$ cat src/rtl/bcd_to_bin_seq_pkg.sv
// Shared constants for the BCD-to-binary converter: FSM encodings and nibble thresholds.
// Pure definitions, no logic.
package bcd_to_bin_seq_pkg;

  localparam logic [1:0] ST_IDLE  = 2'd0;
  localparam logic [1:0] ST_LOAD  = 2'd1;
  localparam logic [1:0] ST_SHIFT = 2'd2;
  localparam logic [1:0] ST_DONE  = 2'd3;

  localparam logic [3:0] BCD_MAX    = 4'd9;
  localparam logic [3:0] BCD_ADJ_TH = 4'd8;
  localparam logic [3:0] BCD_ADJ    = 4'd3;

endpackage

$ cat src/rtl/bcd_to_bin_seq_nibble_adj.sv
// Reverse double-dabble nibble correction: x >= 8 ? x - 3 : x.
// Combinational, zero latency, no flow control.
module bcd_nibble_adj
  import bcd_to_bin_seq_pkg::*;
(
  input  logic [3:0] i_nib,
  output logic [3:0] o_nib
);

  assign o_nib = (i_nib >= BCD_ADJ_TH) ? (i_nib - BCD_ADJ) : i_nib;

endmodule

$ cat src/rtl/bcd_to_bin_seq.sv
// Sequential BCD-to-binary converter (reverse double-dabble); done pulses BIN_W+1 edges after the
// accepting edge, or 1 edge later on a bad digit. Start is ignored while busy; no queueing.
module bcd_to_bin_seq
  import bcd_to_bin_seq_pkg::*;
#(
  parameter int NUM_DIGITS = 4,
  parameter int BIN_W      = 14
) (
  input  logic                    i_clk,
  input  logic                    i_rst_n,
  input  logic                    i_start,
  input  logic [4*NUM_DIGITS-1:0] i_bcd_in,
  output logic                    o_busy,
  output logic                    o_done,
  output logic                    o_err,
  output logic [BIN_W-1:0]        o_bin_out
);

  localparam int BCD_W = 4 * NUM_DIGITS;
  localparam int SR_W  = BCD_W + BIN_W;
  localparam int CNT_W = $clog2(BIN_W + 1);
  localparam logic [CNT_W-1:0] CNT_LAST = CNT_W'(BIN_W - 1);

  logic [1:0]            r_state;
  logic [SR_W-1:0]       r_sr;
  logic [CNT_W-1:0]      r_cnt;
  logic                  r_err;
  logic [BIN_W-1:0]      r_bin_out;

  logic [SR_W-1:0]       w_shifted;
  logic [BCD_W-1:0]      w_bcd_adj;
  logic [NUM_DIGITS-1:0] w_bad;

  assign w_shifted = r_sr >> 1;

  // The BCD field of r_sr holds the captured digits while in LOAD, so the check reads it there.
  for (genvar g = 0; g < NUM_DIGITS; g++) begin : g_digit
    bcd_nibble_adj u_adj (
      .i_nib (w_shifted[BIN_W+4*g +: 4]),
      .o_nib (w_bcd_adj[4*g +: 4])
    );
    assign w_bad[g] = (r_sr[BIN_W+4*g +: 4] > BCD_MAX);
  end

  always_ff @(posedge i_clk or negedge i_rst_n) begin
    if (!i_rst_n) begin
      r_state   <= ST_IDLE;
      r_sr      <= '0;
      r_cnt     <= '0;
      r_err     <= 1'b0;
      r_bin_out <= '0;
    end else begin
      case (r_state)
        ST_IDLE: begin
          if (i_start) begin
            r_sr    <= {i_bcd_in, {BIN_W{1'b0}}};
            r_state <= ST_LOAD;
          end
        end
        ST_LOAD: begin
          r_cnt <= '0;
          if (|w_bad) begin
            r_err     <= 1'b1;
            r_bin_out <= '0;
            r_state   <= ST_DONE;
          end else begin
            r_state <= ST_SHIFT;
          end
        end
        ST_SHIFT: begin
          r_sr  <= {w_bcd_adj, w_shifted[BIN_W-1:0]};
          r_cnt <= r_cnt + CNT_W'(1);
          if (r_cnt == CNT_LAST) begin
            r_bin_out <= w_shifted[BIN_W-1:0];
            r_err     <= 1'b0;
            r_state   <= ST_DONE;
          end
        end
        ST_DONE: r_state <= ST_IDLE;
        default: r_state <= ST_IDLE;
      endcase
    end
  end

  assign o_busy    = (r_state != ST_IDLE);
  assign o_done    = (r_state == ST_DONE);
  assign o_err     = r_err;
  assign o_bin_out = r_bin_out;

endmodule

$ cat config.mk
export PLATFORM = sky130hd
export DESIGN_NAME = bcd_to_bin_seq
export DESIGN_NICKNAME = d
export VERILOG_FILES = /design/src/rtl/bcd_to_bin_seq_pkg.sv /design/src/rtl/bcd_to_bin_seq_nibble_adj.sv /design/src/rtl/bcd_to_bin_seq.sv
export SDC_FILE = /design/constraint.sdc
export NUM_CORES = 1
export LEC_CHECK = 0
export ABC_CLOCK_PERIOD_IN_PS = 3300
export CORE_ASPECT_RATIO = 0.8
export CORE_UTILIZATION = 35
export DETAILED_ROUTE_END_ITERATION = 10
export GPL_ROUTABILITY_DRIVEN = 0
export GPL_TIMING_DRIVEN = 0
export PLACE_DENSITY = 0.54
export SYNTH_ARGS = -nofsm -noshare
export SYNTH_HDL_FRONTEND = slang
export SYNTH_SLANG_ARGS = --single-unit
$ cat constraint.sdc
create_clock -name i_clk -period 3.3 [get_ports i_clk]
set_clock_uncertainty 0.2 [all_clocks]
set_input_delay 0.66 -clock i_clk [delete_from_list [all_inputs] [get_ports i_clk]]
set_output_delay 0.66 -clock i_clk [all_outputs]
set_load 0.02 [all_outputs]
== Yosys cells after proc, flatten, opt, wreduce, memory -nomap -nowiden ==
Cells that the tools add are included.
W data, S select, Z words.
Storage, ports and cells
  bits in registers: 51
  input port bits: 19
  output and inout port bits: 17
  word-level logic and storage cells: 50
Cells by class
  add/sub/neg operators: 5
  $lt $le $gt $ge: 8
  equality and inequality tests: 7
  multiplexer cells: 17
  reduce and logical (&&, ||, !) cells: 8
Operators with widths (count)
  $pmux W30 S2: 1
  $mux W30: 1
  $mux W14: 2
  $pmux W14 S2: 1
  $gt A4 B4 Y1 const B: 4
  $mux W4: 4
  $ge A4 B4 Y1 const B: 3
  $sub A4 B2 Y4 const B: 3
  $pmux W2 S4: 1
  $pmux W4 S2: 1
  $ne A2 B2 Y1 const B: 3
  $reduce_bool A2 Y1: 3
  $add A4 B1 Y4 const B: 1
  $eq A2 B2 Y1 const B: 2
  $eq A4 B4 Y1 const B: 1
  $ge A3 B4 Y1 const B: 1
  $mux W2: 2
  $reduce_and A2 Y1: 2
  $reduce_or A4 Y1: 1
  $sub A3 B2 Y4 const B: 1
  $mux W1: 3
  $reduce_and A3 Y1: 1
  $eq A2 B1 Y1 const B: 1
  $logic_not A2 Y1: 1
  $pmux W1 S2: 1

== Depth between registers and ports, before layout ==
Gate-level depths: netlist of the first run.
  word-level depth: 4
  gate-level depth with buffers: 8
  mapped depth without buffers: 6

== Hierarchy ==
Synthesis of the first run repeated with hierarchy kept, for this count alone.
Second synthesis, totals
  cell total of the unflattened synthesis: 310
  area, all modules: 2874.0 µm²
By module, submodules not included
  bcd_to_bin_seq: instances 1, cells each 266, area each 2568.7 µm², sequential area each 1251.2 µm²
  bcd_nibble_adj: instances 4, cells each 11, area each 76.3 µm², sequential area each 0.0 µm²

== Least setup slack after synthesis of the first run ==
OpenSTA, ideal clock, no wires.
  kind: flip-flop to flip-flop
  from: register r_state[0]
  to: register r_sr[20]
  setup time: 135 ps
  data arrival time: 1594 ps
  path slack: 1372 ps
  stages on the path, launching flop included: 8
  clock period less this slack: 1928 ps
  cell sequence: dfrtp_1 > inv_1 > ha_1 > clkbuf_1 > mux2i_1 > buf_2 > clkbuf_1 > o21ai_0
On the way
  cells in the longest elaborated chain, start to end: 3
  elaborated cells between the ends (all ways): 6
  those cells by class: eq/ne (2); mux (1); reduce/logical (3)
RTL lines
  start, declared: line bcd_to_bin_seq.sv:24  | logic [1:0] r_state;
  start signal, assigned: line bcd_to_bin_seq.sv:47  | r_state <= ST_IDLE;
  start signal, assigned: line bcd_to_bin_seq.sv:57  | r_state <= ST_LOAD;
  start signal, assigned: line bcd_to_bin_seq.sv:65  | r_state <= ST_DONE;
  $eq A2 B2 Y1 or $logic_not A2 Y1 (tied branches): line bcd_to_bin_seq.sv:53  | case (r_state)
  $reduce_bool A2 Y1 (no source line) or $ne A2 B2 Y1 (tied branches)
  $reduce_and A2 Y1 (no source line)
  end signal, assigned: line bcd_to_bin_seq.sv:56  | r_sr <= {i_bcd_in, {BIN_W{1'b0}}};
  end signal, assigned: line bcd_to_bin_seq.sv:71  | r_sr <= {w_bcd_adj, w_shifted[BIN_W-1:0]};
  end, declared: line bcd_to_bin_seq.sv:25  | logic [SR_W-1:0] r_sr;
Parallel ways exist; a longest one is shown, timed or not.
A chain may end at the register's enable or synchronous reset.

== Worst setup path after layout of the first run ==
  from: register r_state[0]
  to: output port o_busy
On the way
  cells in the longest elaborated chain, start to end: 1
RTL lines
  $reduce_bool A2 Y1: line bcd_to_bin_seq.sv:85  | assign o_busy = (r_state != ST_IDLE);
  end, declared: line bcd_to_bin_seq.sv:13  | output logic o_busy,
No other way between the ends.

==> metrics.md, run 1 <==
| Metric | Value |
|---|---|
| Via density | `5.25` |
| Max Freq | `0.369 GHz` |
| Max-Cap Viols | `0` |
| Max clock buf depth | `2` |
| Leakage | `1.57 nW` |
| Post-detailed-route count of antenna-violating nets | `0` |
| Pins Over Slew Limit | `0` |
| Initial Util | `36.9%` |
| Hold WC Path Type | `in -> async` |
| Final layout net count | `380` |
| Clk_lat worst skew | `0.30 ns` |
| I/O pins | `36` |
| CTS tree | `built` |
| Pin count of the biggest net entering global routing | `36` |
| Seq cells post-synth | `50` |
| Synth area leader | `dfrtp_1` |
| Post-Syn Area | `2790 sq um` |
| Final hold violations | `0` |
| Drt wl/cell | `14.9 um` |
| Clock Sinks | `50` |
| Area after DPL | `3290 sq um` |
| Fill count | `763` |
| Post-route DRC | `0` |
| Die outline area | `8330 sq um` |
| Post-synth cell types | `36` |
| Total grt overflow | `0` |
| Yosys warnings | `0` |
| Power per cell area | `764 nW/um^2` |
| Avg Cell Area, Syn | `9.11 sq um` |
| Via count | `2382` |
| Asr flop ratio synth | `100%` |
| Std-Cell Rows | `28` |
| Slowest CP cell | `clkdlybuf4s50_1` |
| CTS resizes | `0` |
| Crit path time final | `2.71 ns` |
| Die Wd | `102 um` |
| Main synth FF type | `dfrtp_1` |
| Worst-path fanout max | `6` |
| CP arrival | `1.85 ns` |
| Final period util | `82.2%` |
| Initial antenna violation count | `0` |
| DP HPWL | `4.86 mm` |
| Worst Setup Path Type | `reg -> out` |
| Inserted Clock Buffers | `5` |
| Clock root cell | `clkbuf_8` |
| Slowest stage delay, CP | `0.60 ns` |
| H-Tree Depth | `2` |
| Syn_nets | `337` |
| RSZ-0062 raised after global routing | `false` |
| First-pass DRT Iterations | `4` |
| Post-synth EDFFs | `0` |
| Placed insts | `447` |
| Core Region | `7570 sq um` |
| Final Non-Filler Cells | `454` |
| CP Capture Type | `output pin` |
| Postcts setup bufs | `0` |
| Synth top area share | `44.9%` |
| Peak VDD IR | `0.493 mV` |
| # diodes | `0` |
| Fin area | `3390 sq um` |
| CP bufs+invs | `4` |
| Synth area leaders | `dfrtp_1 45%, nand3_1 7.2%, nand2_1 5.5%` |
| Layout overhead on the synthesized area | `21.7%` |
| Slew headroom | `52.1%` |
| Vias in the first global route | `2253` |
| Hold bufs inserted after CTS | `0` |
| PortBufs | `35` |
| Crit-path leading delay family | `buffers and inverters` |
| First-pass GRT wire length | `11.7 mm` |
| Startpoint types | `register` |
| Setup violations, final | `0` |
| Cell mode on critical path | `inv_1` |
| Gr usage total | `18.4%` |
| Die Height | `81.8 um` |
| Post-Syn Instances | `306` |
| Power Total | `0.00259 W` |
| Cells along the critical path | `inv_1, ha_1, clkbuf_1, inv_1, clkdlybuf4s50_1` |
| Post-Route WL | `6.78 mm` |
| Worst-path clk slew | `0.09 ns` |
| Worst path required time | `2.44 ns` |
| Slew @ Worst Pin | `0.719 ns` |
| Share of layout cells above drive strength 1 | `5.16%` |
| Outcome | `finished clean` |
| DR iter-0 viols | `154` |
| Sequential fraction of the synthesis area | `44.9%` |
cell usage after synthesis, types with 2 or more instances:
| cell type | n |
|---|---|
| buf_2 | 3 |
| and3_1 | 10 |
| a21oi_1 | 10 |
| buf_6 | 2 |
| ha_1 | 12 |
| xnor2_1 | 6 |
| inv_1 | 17 |
| o21ai_1 | 3 |
| nand3b_1 | 2 |
| clkbuf_1 | 17 |
| nand3_1 | 40 |
| nand2b_1 | 4 |
| mux2i_1 | 8 |
| buf_1 | 2 |
| o21ai_0 | 30 |
| nand2_1 | 41 |
| nor3_1 | 2 |
| nor2_1 | 2 |
| o211ai_1 | 3 |
| a22o_1 | 13 |
| a221o_1 | 9 |
| a221oi_1 | 3 |
| a211o_1 | 5 |
| dfrtp_1 | 50 |
worst register-to-register path, delay by kind of cell, from the launching register on:
family,cells,cell delay (ns)
DFF,1,0.43
AOI/OAI and AO/OA,1,0.18
adders and majority gates,1,0.14
buffers and inverters,4,1.02
muxes,1,0.26
final cells by class:
cell class,instances,area (sq um),share of cell area [%]
Multi-Input combinational cell,215,1370,40.2
Sequential cell,50,1250,36.9
Timing Repair Buffer,36,365,10.8
Tap cell,105,131,3.87
Buffer,24,109,3.21
Clock buffer,5,68.8,2.03
Inverter,17,63.8,1.88
Clock inverter,2,38.8,1.14
stage by stage:
stage          hold WS, ns  setup slack [ns]  TNS, ns  util, %
4_1_cts             0.0795             0.571        0     44.8
5_1_grt             0.0955             0.477        0     44.8
3_5_place_dp         0.302             0.730        0     43.4
6_report            0.0682             0.589        0     44.8
3_3_place_gp         0.292            -0.269   -13.23     43.2
2_1_floorplan        0.164              1.37        0        -
power by group:
group	switching (W)	internal, W	leakage, nW
Sequential	0.000178	0.000770	0.658
Clock	0.000208	0.000223	0.0542
Combinational	0.000756	0.000458	0.854
Total	0.00114	0.00145	1.57
flip-flops by register name, indices dropped and copies added, names as in the netlist:
| register | flops |
|---|---|
| r_sr | 29 |
| r_cnt | 4 |
| o_err | 1 |
| r_state | 2 |
| o_bin_out | 14 |
per-layer routing:
metal | vias up | global-route usage, % | share of wire [%]
li1 | 1169 | - | -
met5 | - | 0 | 0
met1 | 1167 | 28.2 | 55
met3 | 4 | 3.15 | 3.4
met4 | 0 | 3.04 | 0.44
met2 | 42 | 27.0 | 42
final timing paths:
check                            from  endpoint  slack (ns)  cells after the start
max                        r_state[0]    o_busy        0.59                      5
min                           i_rst_n  r_sr[18]        0.07                      1
max reg2reg                r_state[0]  r_sr[15]        0.94                      7
min reg2reg                  r_sr[27]  r_sr[27]        0.32                      2
max in group asynchronous     i_rst_n  r_sr[11]        2.31                      2
min in group i_clk           r_sr[27]  r_sr[27]        0.32                      2
layout by cell type (no fill, tap or decap), types with 8 or more instances in the layout:
cell type,Yosys,final
dfrtp_1,50,50
nand2_1,41,41
nand3_1,40,40
clkdlybuf4s50_1,0,34
o21ai_0,30,30
inv_1,17,17
clkbuf_1,17,17
a22o_1,13,13
ha_1,12,12
a21oi_1,10,10
and3_1,10,10
a221o_1,9,9
mux2i_1,8,8
cell families after synthesis:
family | share of synthesized area [%]
xor gates and xnor gates | 1.88
AOI/OAI and AO/OA | 19.7
and+or+nand+nor | 18.7
adders and majority gates | 5.38
muxes | 3.28
DFF | 44.9
buffers and inverters | 6.19
Note: power is estimated with default switching activity, not from simulation.
==> inputs of run 2 (changes only) <==
ABC_CLOCK_PERIOD_IN_PS = 2500   (was 3300)
clock period = 2.5 ns   (was 3.3 ns; I/O delays follow)
==> run 2 against run 1 <==
Effect of this change: die area stayed put; clock power is 32% higher; routed wire length is 0.50% lower; utilization is 0.15 points higher; sequential cell count stayed put; combinational power is 32% higher; first-iteration DRC count is 1.9% lower; count of clock-buffer cells in the layout stayed put; critical endpoint unchanged.
==> metrics.md, run 2 (same netlist as run 1, synthesis figures left out) <==
| Metric | Value |
|---|---|
| Layout overhead on the synthesized area | `22.1%` |
| Hold WC Path Type | `reg -> reg` |
| Via count | `2373` |
| Slew headroom | `53.7%` |
| CTS tree | `built` |
| Core Region | `7570 sq um` |
| Max Freq | `0.432 GHz` |
| Clock root cell | `clkbuf_8` |
| Top reg by flops | `r_sr` |
| Std-Cell Rows | `28` |
| Max clock buf depth | `2` |
| Post-detailed-route count of antenna-violating nets | `0` |
| Crit path time final | `2.32 ns` |
| Pin count of the biggest net entering global routing | `36` |
| DP HPWL | `4.86 mm` |
| Leakage | `1.58 nW` |
| Post-route DRC | `0` |
| Final layout net count | `381` |
| Largest register FFs | `29` |
| Commonest cells after routing, fill and taps aside | `50 x dfrtp_1, 41 x nand2_1, 40 x nand3_1, 33 x clkdlybuf4s50_1, 30 x o21ai_0` |
| DR iter-0 viols | `151` |
| Startpoint types | `register` |
| # diodes | `0` |
| Initial antenna violation count | `0` |
| Drt wl/cell | `14.8 um` |
| CP Capture Type | `output pin` |
| Worst-path clk slew | `0.10 ns` |
| Die Wd | `102 um` |
| Via density | `5.22` |
| First-pass GRT wire length | `11.7 mm` |
| Final Non-Filler Cells | `455` |
| Peak VDD IR | `0.625 mV` |
| Total grt overflow | `0` |
| Final period util | `92.7%` |
| Place WS | `0.0897 ns` |
| RSZ-0062 raised after global routing | `false` |
| H-Tree Depth | `2` |
| Post-Route WL | `6.75 mm` |
| Setup violations, final | `0` |
| Commonest non-fill, non-tap cell in the layout | `dfrtp_1` |
| Worst Setup Path Type | `reg -> out` |
| Final hold violations | `0` |
| Min setup slack post-route | `0.184 ns` |
| Max-Cap Viols | `0` |
| Die outline area | `8330 sq um` |
| Die Height | `81.8 um` |
| Clock Sinks | `50` |
| First-pass DRT Iterations | `4` |
| Postcts setup bufs | `0` |
| PortBufs | `35` |
| Worst path required time | `1.80 ns` |
| Initial Util | `36.9%` |
| Slew @ Worst Pin | `0.695 ns` |
| Placed insts | `447` |
| CP arrival | `1.62 ns` |
| Share of layout cells above drive strength 1 | `5.71%` |
| Gr usage total | `18.4%` |
| Worst-path fanout max | `6` |
| Pins Over Slew Limit | `0` |
| I/O pins | `36` |
| Inserted Clock Buffers | `5` |
| Outcome | `finished clean` |
| Vias in the first global route | `2256` |
| Power per cell area | `1000 nW/um^2` |
| Clk_lat worst skew | `0.30 ns` |
## run 2: cell types whose count changed in the layout (fill, tap and decap cells not counted), sizes merged
cell	change
clkdlybuf4s50	-1
dlygate4sd3	+1
dlygate4sd2	+1
buf	-1
clkbuf	+1
## run 2: metrics by stage
step / utilization, % / setup TNS (ns) / area, sq um / hold WS (ns) / power [W]
2_1_floorplan: - / 0 / 2790 / 0.00441 / 0.00238
3_3_place_gp: 43.2 / -45.23 / 3270 / 0.292 / 0.00285
3_5_place_dp: 43.4 / 0 / 3290 / 0.250 / 0.00288
4_1_cts: 45.0 / 0 / 3400 / 0.327 / 0.00347
5_1_grt: 45.0 / 0 / 3400 / 0.360 / 0.00373
6_report: 45.0 / 0 / 3400 / 0.320 / 0.00341
## run 2: report_power, final
group	switching, W	internal [W]
sequential	0.000234	0.00102
clock	0.000273	0.000295
combinational	0.000991	0.000605
total	0.00150	0.00192
## run 2: metal layers
metal / wire length (um) / GRT usage, % / share of wire [%] / up-vias
li1: - / - / - / 1172
met3: 238 / 3.15 / 3.5 / 4
met5: 0 / 0 / 0 / -
met4: 30 / 3.04 / 0.44 / 0
met1: 3670 / 28.3 / 54 / 1154
met2: 2810 / 27.0 / 42 / 43
## run 2: final cells by class
type                       instances  area, sq um
multi-input combinational        215         1370
clock buffer                       5         68.8
buffer                            24          111
tap                              105          131
timing repair buffer              37          374
sequential                        50         1250
clock inverter                     2         38.8
inverter                          17         63.8
fill                             765         4160
## run 2: final timing paths
kind,slack (ns),end,start,cells after the start
min in group asynchronous,0.45,r_sr[18],i_rst_n,2
max reg2reg,0.20,r_sr[22],r_state[0],7
min reg2reg,0.32,r_sr[27],r_sr[27],2
max,0.18,o_busy,r_state[0],5
min,0.32,r_sr[27],r_sr[27],2
max in group asynchronous,1.13,r_sr[11],i_rst_n,3
## run 2: repair_timing
| item | 4_1_cts | 5_1_grt |
|---|---|---|
| endpoints found under the hold margin | 15 | 0 |
| setup endpoints to repair | 1 | 5 |
| hold buffers | 1 | 0 |
| resized for setup | 1 | 3 |
## run 2: critical path: stages (launching register included)
cell and delay [ns]:
dfrtp_1 0.43, inv_1 0.10, ha_1 0.14, clkbuf_1 0.26
inv_1 0.07, dlygate4sd2_1 0.32
==> inputs of run 3 (changes only) <==
CORE_MARGIN = 2   (was not set)
==> run 3 against run 2 <==
Effect of this change: critical path depth unchanged; design area increased by 0.40%; worst hold slack improved by 0.0062 ns; via count decreased by 0.21%; critical endpoint unchanged; largest power group unchanged.
==> metrics.md, run 3 (same netlist as run 1, synthesis figures left out) <==
| Metric | Value |
|---|---|
| Outcome | `finished clean` |
| First-pass DRT Iterations | `4` |
| Final layout net count | `381` |
| Commonest non-fill, non-tap cell in the layout | `dfrtp_1` |
| Drt wl/cell | `15.0 um` |
| Vias in the first global route | `2324` |
| Core Region | `7840 sq um` |
| Via density | `5.16` |
| Clock root cell | `clkbuf_8` |
| CP arrival | `1.63 ns` |
| Final period util | `93.4%` |
| Post-route DRC | `0` |
| Max-Cap Viols | `0` |
| Clock Sinks | `50` |
| Layout overhead on the synthesized area | `22.6%` |
| CP Capture Type | `output pin` |
| Top reg by flops | `r_sr` |
| Worst-path clk slew | `0.11 ns` |
| Largest register FFs | `29` |
| DR iter-0 viols | `90` |
| H-Tree Depth | `2` |
| # diodes | `0` |
| Setup violations, final | `0` |
| Die Wd | `104 um` |
| Crit path time final | `2.33 ns` |
| Max clock buf depth | `2` |
| RSZ-0062 raised after global routing | `false` |
| Final Non-Filler Cells | `459` |
| Worst Setup Path Type | `reg -> out` |
| Postcts setup bufs | `0` |
| Placed insts | `450` |
| Final hold violations | `0` |
| Inserted Clock Buffers | `5` |
| First-pass GRT wire length | `12.0 mm` |
| Std-Cell Rows | `29` |
| Place WS | `0.110 ns` |
| Leakage | `1.58 nW` |
| I/O pins | `36` |
| Slew headroom | `50.9%` |
| Initial Util | `35.6%` |
| Via count | `2368` |
| Post-detailed-route count of antenna-violating nets | `0` |
| Startpoint types | `register` |
| Share of layout cells above drive strength 1 | `6.27%` |
| Clk_lat worst skew | `0.32 ns` |
| PortBufs | `35` |
| Slew @ Worst Pin | `0.736 ns` |
| Pins Over Slew Limit | `0` |
| Max Freq | `0.428 GHz` |
| DP HPWL | `4.90 mm` |
| Worst path required time | `1.80 ns` |
| Initial antenna violation count | `0` |
| Die Height | `83.8 um` |
| Power per cell area | `1020 nW/um^2` |
| CTS tree | `built` |
| Total grt overflow | `0` |
| Hold WC Path Type | `reg -> reg` |
| Gr usage total | `17.0%` |
| Post-Route WL | `6.89 mm` |
| Pin count of the biggest net entering global routing | `34` |
| Worst-path fanout max | `6` |
| Die outline area | `8700 sq um` |
| Peak VDD IR | `0.408 mV` |
| Commonest cells after routing, fill and taps aside | `50 x dfrtp_1, 41 x nand2_1, 40 x nand3_1, 33 x clkdlybuf4s50_1, 30 x o21ai_0` |
| Hold_ws | `0.326 ns` |
| Setup_tns | `0 ns` |
| Power Total | `0.00348 W` |
| Min setup slack post-route | `0.166 ns` |
-- run 3: cell types whose count changed in the layout (fill, tap and decap cells not counted), sizes merged --
| cell | previous run | this run |
|---|---|---|
| inv | 17 | 18 |
-- run 3: path summary, 6_finish.rpt --
path / start / end / depth (start not counted) / slack, ns
min in group asynchronous: i_rst_n / o_bin_out[9] / 2 / 0.45
min: r_sr[27] / r_sr[27] / 2 / 0.33
max in group asynchronous: i_rst_n / r_cnt[1] / 3 / 1.09
min reg2reg: r_sr[27] / r_sr[27] / 2 / 0.33
max: r_state[0] / o_busy / 5 / 0.17
max reg2reg: r_state[0] / o_bin_out[12] / 8 / 0.21
-- run 3: metrics by stage --
| stage | util [%] | instance area (sq um) |
|---|---|---|
| detailed placement | 42.0 | 3290 |
| finish | 43.6 | 3420 |
| floorplan | - | 2790 |
| global route | 43.6 | 3420 |
| CTS | 43.6 | 3410 |
| global placement | 41.8 | 3270 |
-- run 3: power by group --
part,total (W),internal (W),switching (W)
combinational,0.00161,0.000608,0.00100
sequential,0.00125,0.00102,0.000238
clock,0.000613,0.000304,0.000308
total,0.00348,0.00193,0.00155
-- run 3: timing repair --
action	CTS	global route
hold buffers	1	0
setup endpoints to repair	1	11
resized for setup	1	5
hold endpoints to repair	17	0
-- run 3: routing by layer --
metal | GRT usage (%) | routed length [um] | up-vias
li1 | - | - | 1177
met1 | 25.8 | 3530 | 1139
met3 | 2.73 | 287 | 5
met5 | 0 | 0 | -
met4 | 3.69 | 48 | 0
met2 | 25.4 | 3030 | 47
-- run 3: worst max-delay path, cell delays in order, from the launching register on --
cell           delay, ns
dfrtp_1             0.44
inv_1               0.10
ha_1                0.14
clkbuf_1            0.25
inv_1               0.07
dlygate4sd2_1       0.33
-- run 3: cell type report --
class                           count  area, sq um
Buffer                             24          113
Clock buffer                        5         68.8
Clock inverter                      3         47.5
Fill cell                         812         4420
Inverter                           17         63.8
Multi-Input combinational cell    215         1370
Sequential cell                    50         1250
Tap cell                          108          135
Timing Repair Buffer               37          374
